==> src/rtl/imem_load_ctrl_pkg.sv <==
// Shared definitions for the instruction-memory load controller:
// FSM state encodings, write counter width and the core's reset PC.
package imem_load_ctrl_pkg;

   typedef enum logic [1:0] {
      IMEM_ST_HALT  = 2'd0,
      IMEM_ST_LOAD  = 2'd1,
      IMEM_ST_FLUSH = 2'd2,
      IMEM_ST_RUN   = 2'd3
   } imem_state_t;

   localparam int          WR_COUNT_WIDTH = 16;
   localparam logic [31:0] RESET_PC       = 32'h0;

endpackage

==> src/rtl/imem_load_ctrl.sv <==
// Instruction RAM port owner. Arbitrates the RAM between the program loader
// (LOAD) and the core fetch path (RUN), and holds the core in reset with
// IF/ID flushed until a clean release through the FLUSH window.
module imem_load_ctrl
   import imem_load_ctrl_pkg::*;
#(
   parameter int ADDR_WIDTH   = 16,
   parameter int DATA_WIDTH   = 32,
   parameter int FLUSH_CYCLES = 2,
   parameter int AUTO_RUN     = 0
) (
   input  logic                      clk,
   input  logic                      rst,
   input  logic                      ld_start,
   input  logic                      ld_done,
   input  logic                      run_req,
   input  logic                      ld_req_valid,
   output logic                      ld_req_ready,
   input  logic [ADDR_WIDTH-1:0]     ld_addr,
   input  logic [DATA_WIDTH-1:0]     ld_data,
   input  logic [ADDR_WIDTH-1:0]     fetch_pc,
   output logic                      core_rst,
   output logic                      fetch_pc_en,
   output logic                      fetch_flush,
   output logic                      imem_en,
   output logic                      imem_we,
   output logic [ADDR_WIDTH-1:0]     imem_addr,
   output logic [DATA_WIDTH-1:0]     imem_din,
   output logic                      busy,
   output logic [WR_COUNT_WIDTH-1:0] wr_count,
   output logic                      err_misaligned
);

   localparam logic [3:0] FLUSH_LAST = 4'(FLUSH_CYCLES - 1);
   localparam imem_state_t RST_STATE = (AUTO_RUN != 0) ? IMEM_ST_FLUSH : IMEM_ST_HALT;
   localparam logic [WR_COUNT_WIDTH-1:0] WR_COUNT_MAX = '1;

   imem_state_t               state_reg;
   logic [3:0]                flush_cnt_reg;
   logic [WR_COUNT_WIDTH-1:0] wr_count_reg;
   logic                      err_reg;

   logic load_active;
   logic beat;
   logic beat_aligned;

   // Loader handshake: ready depends on state only, so a beat is valid & LOAD.
   always_comb begin
      load_active  = (state_reg == IMEM_ST_LOAD);
      beat         = ld_req_valid & load_active;
      beat_aligned = (ld_addr[1:0] == 2'b00);
   end

   // Main FSM plus the flush-window counter and loader write statistics.
   always_ff @(posedge clk) begin
      if (rst) begin
         state_reg     <= RST_STATE;
         flush_cnt_reg <= '0;
         wr_count_reg  <= '0;
         err_reg       <= 1'b0;
      end else begin
         case (state_reg)
            IMEM_ST_HALT: begin
               if (ld_start) begin
                  state_reg    <= IMEM_ST_LOAD;
                  wr_count_reg <= '0;
                  err_reg      <= 1'b0;
               end else if (run_req) begin
                  state_reg     <= IMEM_ST_FLUSH;
                  flush_cnt_reg <= '0;
               end
            end
            IMEM_ST_LOAD: begin
               // A beat in the ld_done cycle is still written and counted.
               if (beat && beat_aligned && (wr_count_reg != WR_COUNT_MAX)) begin
                  wr_count_reg <= wr_count_reg + 1'b1;
               end
               if (beat && !beat_aligned) begin
                  err_reg <= 1'b1;
               end
               if (ld_done) begin
                  state_reg     <= IMEM_ST_FLUSH;
                  flush_cnt_reg <= '0;
               end
            end
            IMEM_ST_FLUSH: begin
               if (ld_start) begin
                  state_reg     <= IMEM_ST_LOAD;
                  flush_cnt_reg <= '0;
                  wr_count_reg  <= '0;
                  err_reg       <= 1'b0;
               end else if (flush_cnt_reg == FLUSH_LAST) begin
                  state_reg     <= IMEM_ST_RUN;
                  flush_cnt_reg <= '0;
               end else begin
                  flush_cnt_reg <= flush_cnt_reg + 1'b1;
               end
            end
            IMEM_ST_RUN: begin
               // Reload drops straight back into reset so no fetch survives.
               if (ld_start) begin
                  state_reg    <= IMEM_ST_LOAD;
                  wr_count_reg <= '0;
                  err_reg      <= 1'b0;
               end
            end
            default: begin
               state_reg     <= IMEM_ST_HALT;
               flush_cnt_reg <= '0;
            end
         endcase
      end
   end

   // Core control is decoded from the state register only.
   always_comb begin
      core_rst     = (state_reg != IMEM_ST_RUN);
      fetch_pc_en  = (state_reg == IMEM_ST_RUN);
      fetch_flush  = (state_reg != IMEM_ST_RUN);
      busy         = (state_reg != IMEM_ST_RUN);
      ld_req_ready = load_active;
   end

   // RAM port mux: loader path in LOAD, fetch path in RUN, idle otherwise.
   always_comb begin
      imem_en   = 1'b0;
      imem_we   = 1'b0;
      imem_addr = RESET_PC[ADDR_WIDTH-1:0];
      imem_din  = '0;
      case (state_reg)
         IMEM_ST_LOAD: begin
            imem_en   = beat;
            imem_we   = beat & beat_aligned;
            imem_addr = ld_addr;
            imem_din  = ld_data;
         end
         IMEM_ST_RUN: begin
            imem_en   = 1'b1;
            imem_addr = fetch_pc;
         end
         default: begin
         end
      endcase
   end

   assign wr_count       = wr_count_reg;
   assign err_misaligned = err_reg;

endmodule

==> config.mk <==
export PLATFORM = sky130hd
export DESIGN_NAME = imem_load_ctrl
export DESIGN_NICKNAME = d
export VERILOG_FILES = /design/src/rtl/imem_load_ctrl_pkg.sv /design/src/rtl/imem_load_ctrl.sv
export SDC_FILE = /design/constraint.sdc
export NUM_CORES = 1
export LEC_CHECK = 0
export BUFFER_PORTS_ARGS = -buffer_cell sky130_fd_sc_hd__buf_2
export CAP_MARGIN = 10
export CORE_AREA = 2 2 71 73
export CTS_BUF_LIST = sky130_fd_sc_hd__clkbuf_4 sky130_fd_sc_hd__clkbuf_8 sky130_fd_sc_hd__clkbuf_16
export CTS_CLUSTER_SIZE = 16
export DETAILED_ROUTE_END_ITERATION = 12
export DIE_AREA = 0 0 73 75
export PLACE_DENSITY = 0.78
export SLEW_MARGIN = 20
export SYNTH_ARGS = -nofsm -noshare
export SYNTH_HDL_FRONTEND = slang
export SYNTH_SLANG_ARGS = --single-unit
==> constraint.sdc <==
create_clock -name clk -period 2.7 [get_ports clk]
set_input_delay 0.135 -clock clk [delete_from_list [all_inputs] [get_ports clk]]
set_output_delay 0.135 -clock clk [all_outputs]
set_load 0.03 [all_outputs]
==> results of run 1 <==
[synthesized netlist by cell type (3+ instances only)]
library cell	count	area, um^2
nand4_1	3	18.77
a21o_1	3	22.52
mux2i_1	16	160.2
a211oi_1	4	30.03
clkbuf_1	11	41.29
dfxtp_1	23	460.4
nand2_1	10	37.54
a31o_1	3	26.28
nor3_1	4	20.02
nor2b_1	18	112.6
nand3_1	8	40.04
xnor2_1	3	26.28
ha_1	3	37.54
and2_1	33	206.5
inv_1	6	22.52
a31oi_1	4	25.02
a311oi_1	8	70.07
nor2_1	15	56.30
a21oi_1	12	60.06
[layer usage]
layer  track usage [%]  vias up
li1                  -     1072
met1             22.73      956
met2             33.73       75
met3             2.544        6
met4             6.790        0
met5                 0        -
[layout by cell type, fill, tap and decap left out, drive strengths merged, types with 2 or more instances in the layout]
cell / count
mux2i: 16
nand2b: 2
and4: 2
inv: 7
nor2: 16
a21oi: 12
nand3: 8
a311oi: 8
xnor2: 3
nor2b: 18
o211ai: 2
a31o: 3
a211oi: 4
dfxtp: 23
or2: 2
a21o: 3
ha: 3
nand4: 5
nand2: 10
o21ai: 5
nor3: 4
nor4: 3
and2: 33
clkbuf: 4
a31oi: 4
nand3b: 2
a41oi: 2
buf: 145
[logic make-up after synthesis]
kind of cell,Yosys count
compound gates,49
xor+xnor,3
fa+ha+maj,3
buf+inv,24
flops,23
mux,17
simple gates,108
[worst max-delay path by stage]
stage / from / to / slack (ns) / cells after the start
finish: wr_count[0] / wr_count[7] / 0.48 / 6
floorplan: wr_count[0] / wr_count[6] / 0.51 / 6
CTS: wr_count[0] / wr_count[7] / 0.49 / 6
global placement: wr_count[0] / wr_count[7] / 0.62 / 6
global route: wr_count[0] / wr_count[7] / 0.26 / 6
detailed placement: wr_count[0] / wr_count[7] / 0.53 / 6
[stage by stage]
step	std cells	power [mW]	cell area (um^2)	hold slack (ns)	util [%]
finish	413	0.9359	2571	0.1817	55.17
global route	413	0.9913	2571	0.1844	55.17
CTS	413	0.9429	2571	0.1801	55.17
detailed placement	409	0.7189	2522	0.4541	54.12
global placement	409	0.7128	2522	0.4442	54.12
floorplan	227	0.6004	1800	0.2954	-
[cell type report]
class                           count  area share, %
Tap cell                           54          2.628
Clock buffer                        4          1.898
Sequential cell                    23          17.91
Inverter                            7          1.022
Timing Repair Buffer              145          28.61
Multi-Input combinational cell    180          47.93
[worst max-delay path, stage by stage (launching register included)]
cell and delay, ns:
dfxtp_1 0.40, ha_1 0.22, nand3_1 0.24, nor4_4 0.52, nor2_2 0.21, a41o_1 0.29, a311oi_1 0.25
[power by group through the flow]
stage                     sequential (mW)  clock (mW)  combinational [mW]
after floorplan                     0.361           0               0.239
after global placement              0.366           0               0.347
after detailed placement            0.366           0               0.353
after CTS                           0.358       0.231               0.354
after global routing                0.361       0.250               0.380
final                               0.358       0.227               0.351
==> run metrics, run 1 <==
DP Wirelength 4094 um; final period utilization 82.22%; Hold Crit Start ld_start; die area 0.005475 mm^2; first-pass GRT wire length 8259 um; RSZ-0062 raised after global routing false; vias 2,109; VDD IR max 0.2114 mV; setup TNS 0 ns; initial antenna violation count 0; Worst-path clk slew 0.08 ns; critical path data required time 2.88 ns; WL final 5189 um; Clk pwr share 24.3%; post-CTS sizing 0; PnR worst setup slack 0.4801 ns; DRC errors left 0; CTS sink cnt 23; mux contribution to synthesized area 9.521%; CTS Hold Bufs 0; clk_lat worst skew 0.27 ns; run status complete, no violations; core area 0.004661 mm^2; Synth Area in Compound Gates 19.25%; FILL cells 443; share of the yosys chip area belonging to registers 25.57%; Overflow after GRT 0; DR top layer met4; # port buffers 141; Die Span Y 75 um; number of CTS-inserted buffers 3; syn nets 300; worst slew pin tran 0.5893 ns; antenna diode count 0; max-capacitance violation count 0; Iter 0 DRT Violations 105; worst r2r dst wr_count[7]; ys async rst share 0%; switching part of the total power 36.19%; fin crit period 2.220 ns; adder-cell share of the synthesized area 2.085%; Int Pwr 0.5972 mW; combinational power share 37.5%; Met3 Wirelength 294 um; number of flip-flops in the largest register 16; DR pass1 iterations 4; Top Ports 142; Yosys reg bits 23; Worst slew margin 60.66%; WP data arrival 2.40 ns; Fin. Hold Viols 0; Reg area 460.4 um^2; gr usage total 18.72%; share of post-route cells with drive strength above 1 43.73%; post-DR vias/cell 5.107; Die W 73 um; Netlist cell types 48; Post-synth EDFFs 0; Post-Synth XOR/XNOR Area 1.459%; syn_area_per_cell 7.932 um^2; met2 wire length 2637 um; Hold EP state_reg[0]; H-tree lvl count 1; reg2reg setup slack 0.48 ns; area of the multi-input gates 0.001232 mm^2; vias in the first global route 1,927; Worst Path Max Fanout 13; post-CTS setup buffer count 0; clock skew 0.003112 ns; synth-to-layout area growth 42.81%; Max Freq 0.4505 GHz; post-route ant nets 0; DR WL/cell 12.56 um; num rows 25; CTS root buf clkbuf_8; main combinational cell family by area after synthesis simple AND/OR/NAND/NOR gates; Min-Delay Path Depth 3; Max Root-Sink Buffers 2; Critical Path End Type register; Setup crit start kind register; Seq pwr share 38.3%; hold crit path type input pin to register; largest net degree at the start of global routing 42; simple-gate portion of the synthesized area 36.14%; Net count, final 433; ys flop type dfxtp_1; leakage power 1.306 nW; r2r worst-path depth 6; TritonCTS clock tree built; YS warnings 0; Switching Power 0.3387 mW; Placer Congestion 0.8763; r2r startpoint wr_count[0]; Final setup viols 0; Power Dens Cells 364.0 mW/mm^2; cells after synthesis 227; Post-Syn Area 0.001800 mm^2; Initial Util 38.63%; M1 WL 2188 um; critical path class register to register; final count of pins violating max slew 0; post-placement worst setup slack 0.5278 ns
No activity file was read; power rests on OpenSTA's default activity.
==> run 2, diff against run 1 <==
- CORE_AREA: 2 2 71 73 -> 2 2 74 76
- DIE_AREA: 0 0 73 75 -> 0 0 76 78
- PLACE_DENSITY: 0.78 -> 0.76
- clock period: 2.7 -> 1.9 ns (I/O delays scaled with it)
==> run 2 against run 1 <==
  * Power increased by 43%
  * Sequential power is 39% higher
  * Register-to-register slack lost 0.39 ns
  * Critical path depth did not move
  * Sequential share of layout area fell by 0.45 points
  * Fmax grew 22%
  * Via count up 3.5%
  * Worst setup slack got worse by 0.39 ns
  * Count of clock-buffer cells in the layout did not move
  * Routed wire length up 6.6%
  * Highest routed layer unchanged
==> run metrics, run 2 (same netlist as run 1, synthesis figures left out) <==
run status complete, no violations; Worst slew margin 65.53% (+4.9 points); DR pass1 iterations 4 (unchanged); # port buffers 141 (unchanged); CP Cell Sequence ha_4 -> nand3_4 -> or4_4 -> nand4_1 -> mux2_1 -> a21oi_1; Final setup viols 0 (unchanged); CTS Hold Bufs 0 (unchanged); Die W 76 um (+4.1%); critical path data required time 2.10 ns (-0.78 ns); number of CTS-inserted buffers 3 (unchanged); post-DR vias/cell 4.961 (-2.8%); leakage power 1.367 nW (+4.7%); vias in the first global route 2,091 (+8.5%); antenna diode count 0 (unchanged); largest net degree at the start of global routing 27 (-36%); slowest CP cell or4_4; RSZ-0062 raised after global routing true; share of post-route cells with drive strength above 1 48.11% (+4.4 points); most frequent cells in the layout 141 x buf_2, 33 x and2_1, 18 x nor2b_1, 16 x mux2i_1, 16 x dfxtp_1; Post-DP Area 0.002658 mm^2 (+5.4%); Net count, final 444 (+2.5%); num rows 26 (+4.0%); setup TNS 0 ns (unchanged); Placer Congestion 0.8436 (-3.7%); Worst-path clk slew 0.08 ns (about the same); number of flip-flops in the largest register 16 (unchanged); max-capacitance violation count 0 (unchanged); synth-to-layout area growth 50.87%; DP Wirelength 4353 um (+6.3%); WP data arrival 2.01 ns (-0.39 ns); worst slew pin tran 0.5166 ns (-0.07271 ns); fin util 53.87% (-1.3 points); Max Root-Sink Buffers 2 (unchanged); die area 0.005928 mm^2 (+8.3%); Power Dens Cells 492.1 mW/mm^2 (+35%); DRC errors left 0 (unchanged); Critical Path End Type register; VDD IR max 0.2632 mV (+25%); Max Freq 0.5516 GHz (+22%); final period utilization 95.41% (+13 points); Top Ports 142 (unchanged); clock skew 0.0005926 ns (-0.002520 ns); first-pass GRT wire length 9142 um (+11%); crit path buf inv count 0 (unchanged); DR WL/cell 12.57 um (about the same); H-tree lvl count 1 (unchanged); delay-heaviest family, CP simple AND/OR/NAND/NOR gates; CTS root buf clkbuf_8; commonest non-fill, non-tap cell in the layout buf_2; WL final 5531 um (+6.6%); Overflow after GRT 0 (unchanged); critical path class register to register; final count of pins violating max slew 0 (unchanged); hold crit path type input pin to register; Initial Util 35.71% (-2.9 points); post-route ant nets 0 (unchanged); TritonCTS clock tree built; WHS 0.1454 ns (-0.03631 ns); CTS sink cnt 23 (unchanged); Worst Path Max Fanout 5 (-8); CP peak stage delay 0.55 ns (+0.03 ns); Die Span Y 78 um (+4.0%); core area 0.005042 mm^2 (+8.2%); vias 2,183 (+3.5%); clk_lat worst skew 0.27 ns (about the same); initial antenna violation count 0 (unchanged); fin crit period 1.813 ns (-0.4070 ns); gr usage total 18.57% (-0.15 points); Iter 0 DRT Violations 145 (+38%); post-route design area 0.002716 mm^2 (+5.6%); Fin. Hold Viols 0 (unchanged); Setup crit start kind register
## run 2: changes by cell type in the layout (fill, tap and decap cells not counted)
cell and change:
or4_1 -1, nand3_1 -1, dfxtp_2 +5, dfxtp_4 +2, ha_4 +1, dfxtp_1 -7
buf_4 +11, ha_1 -1, or4_4 +1, nand3_4 +1
## run 2: layout make-up
cell class,instances,area (um^2)
fillers,485,2326
multi-input cells,180,1261
repair buffers,156,818.3
flip-flops and latches,23,474.2
well taps,70,87.58
clock buffers,4,48.80
inverters,7,26.28
## run 2: worst paths after layout
path / startpoint / to / slack, ns / depth (start not counted)
worst min register to register: wr_count[12] / wr_count[12] / 0.49 / 1
worst max register to register: wr_count[0] / wr_count[6] / 0.09 / 6
worst max-delay path: wr_count[0] / wr_count[6] / 0.09 / 6
worst min-delay path: ld_start / state_reg[0] / 0.15 / 3
## run 2: layer usage
metal	vias to the layer above	global-route usage, %	share of wire (%)
met5	-	0	0
met4	0	6.182	1.6
met3	7	3.023	6.6
met2	96	34.91	51
met1	987	21.35	41
li1	1093	-	-
## run 2: worst reg2reg max path, delay by kind of cell (launching register included)
kind	cells	cell delay, ns
compound gates	1	0.11
mux	1	0.32
fa+ha+maj	1	0.15
flops	1	0.38
simple gates	3	0.79
## run 2: where the power goes
group / total [mW] / internal [mW] / switching (mW)
Clock: 0.323 / 0.164 / 0.158
Combinational: 0.517 / 0.197 / 0.319
Sequential: 0.498 / 0.489 / 0.00850
## run 2: stage by stage
| stage | total power [mW] | setup WS (ns) | instances |
|---|---|---|---|
| floorplan | 0.8506 | 0.008146 | 227 |
| global placement | 1.018 | 0.07074 | 436 |
| detailed placement | 1.027 | 0.04616 | 436 |
| CTS | 1.347 | 0.02077 | 440 |
| global route | 1.410 | -0.01505 | 440 |
| finish | 1.337 | 0.08715 | 440 |
## run 2: what timing repair did
action / CTS / global route
setup endpoints to repair: 0 / 7
buffers inserted: 0 / 0
resized for setup: 0 / 1
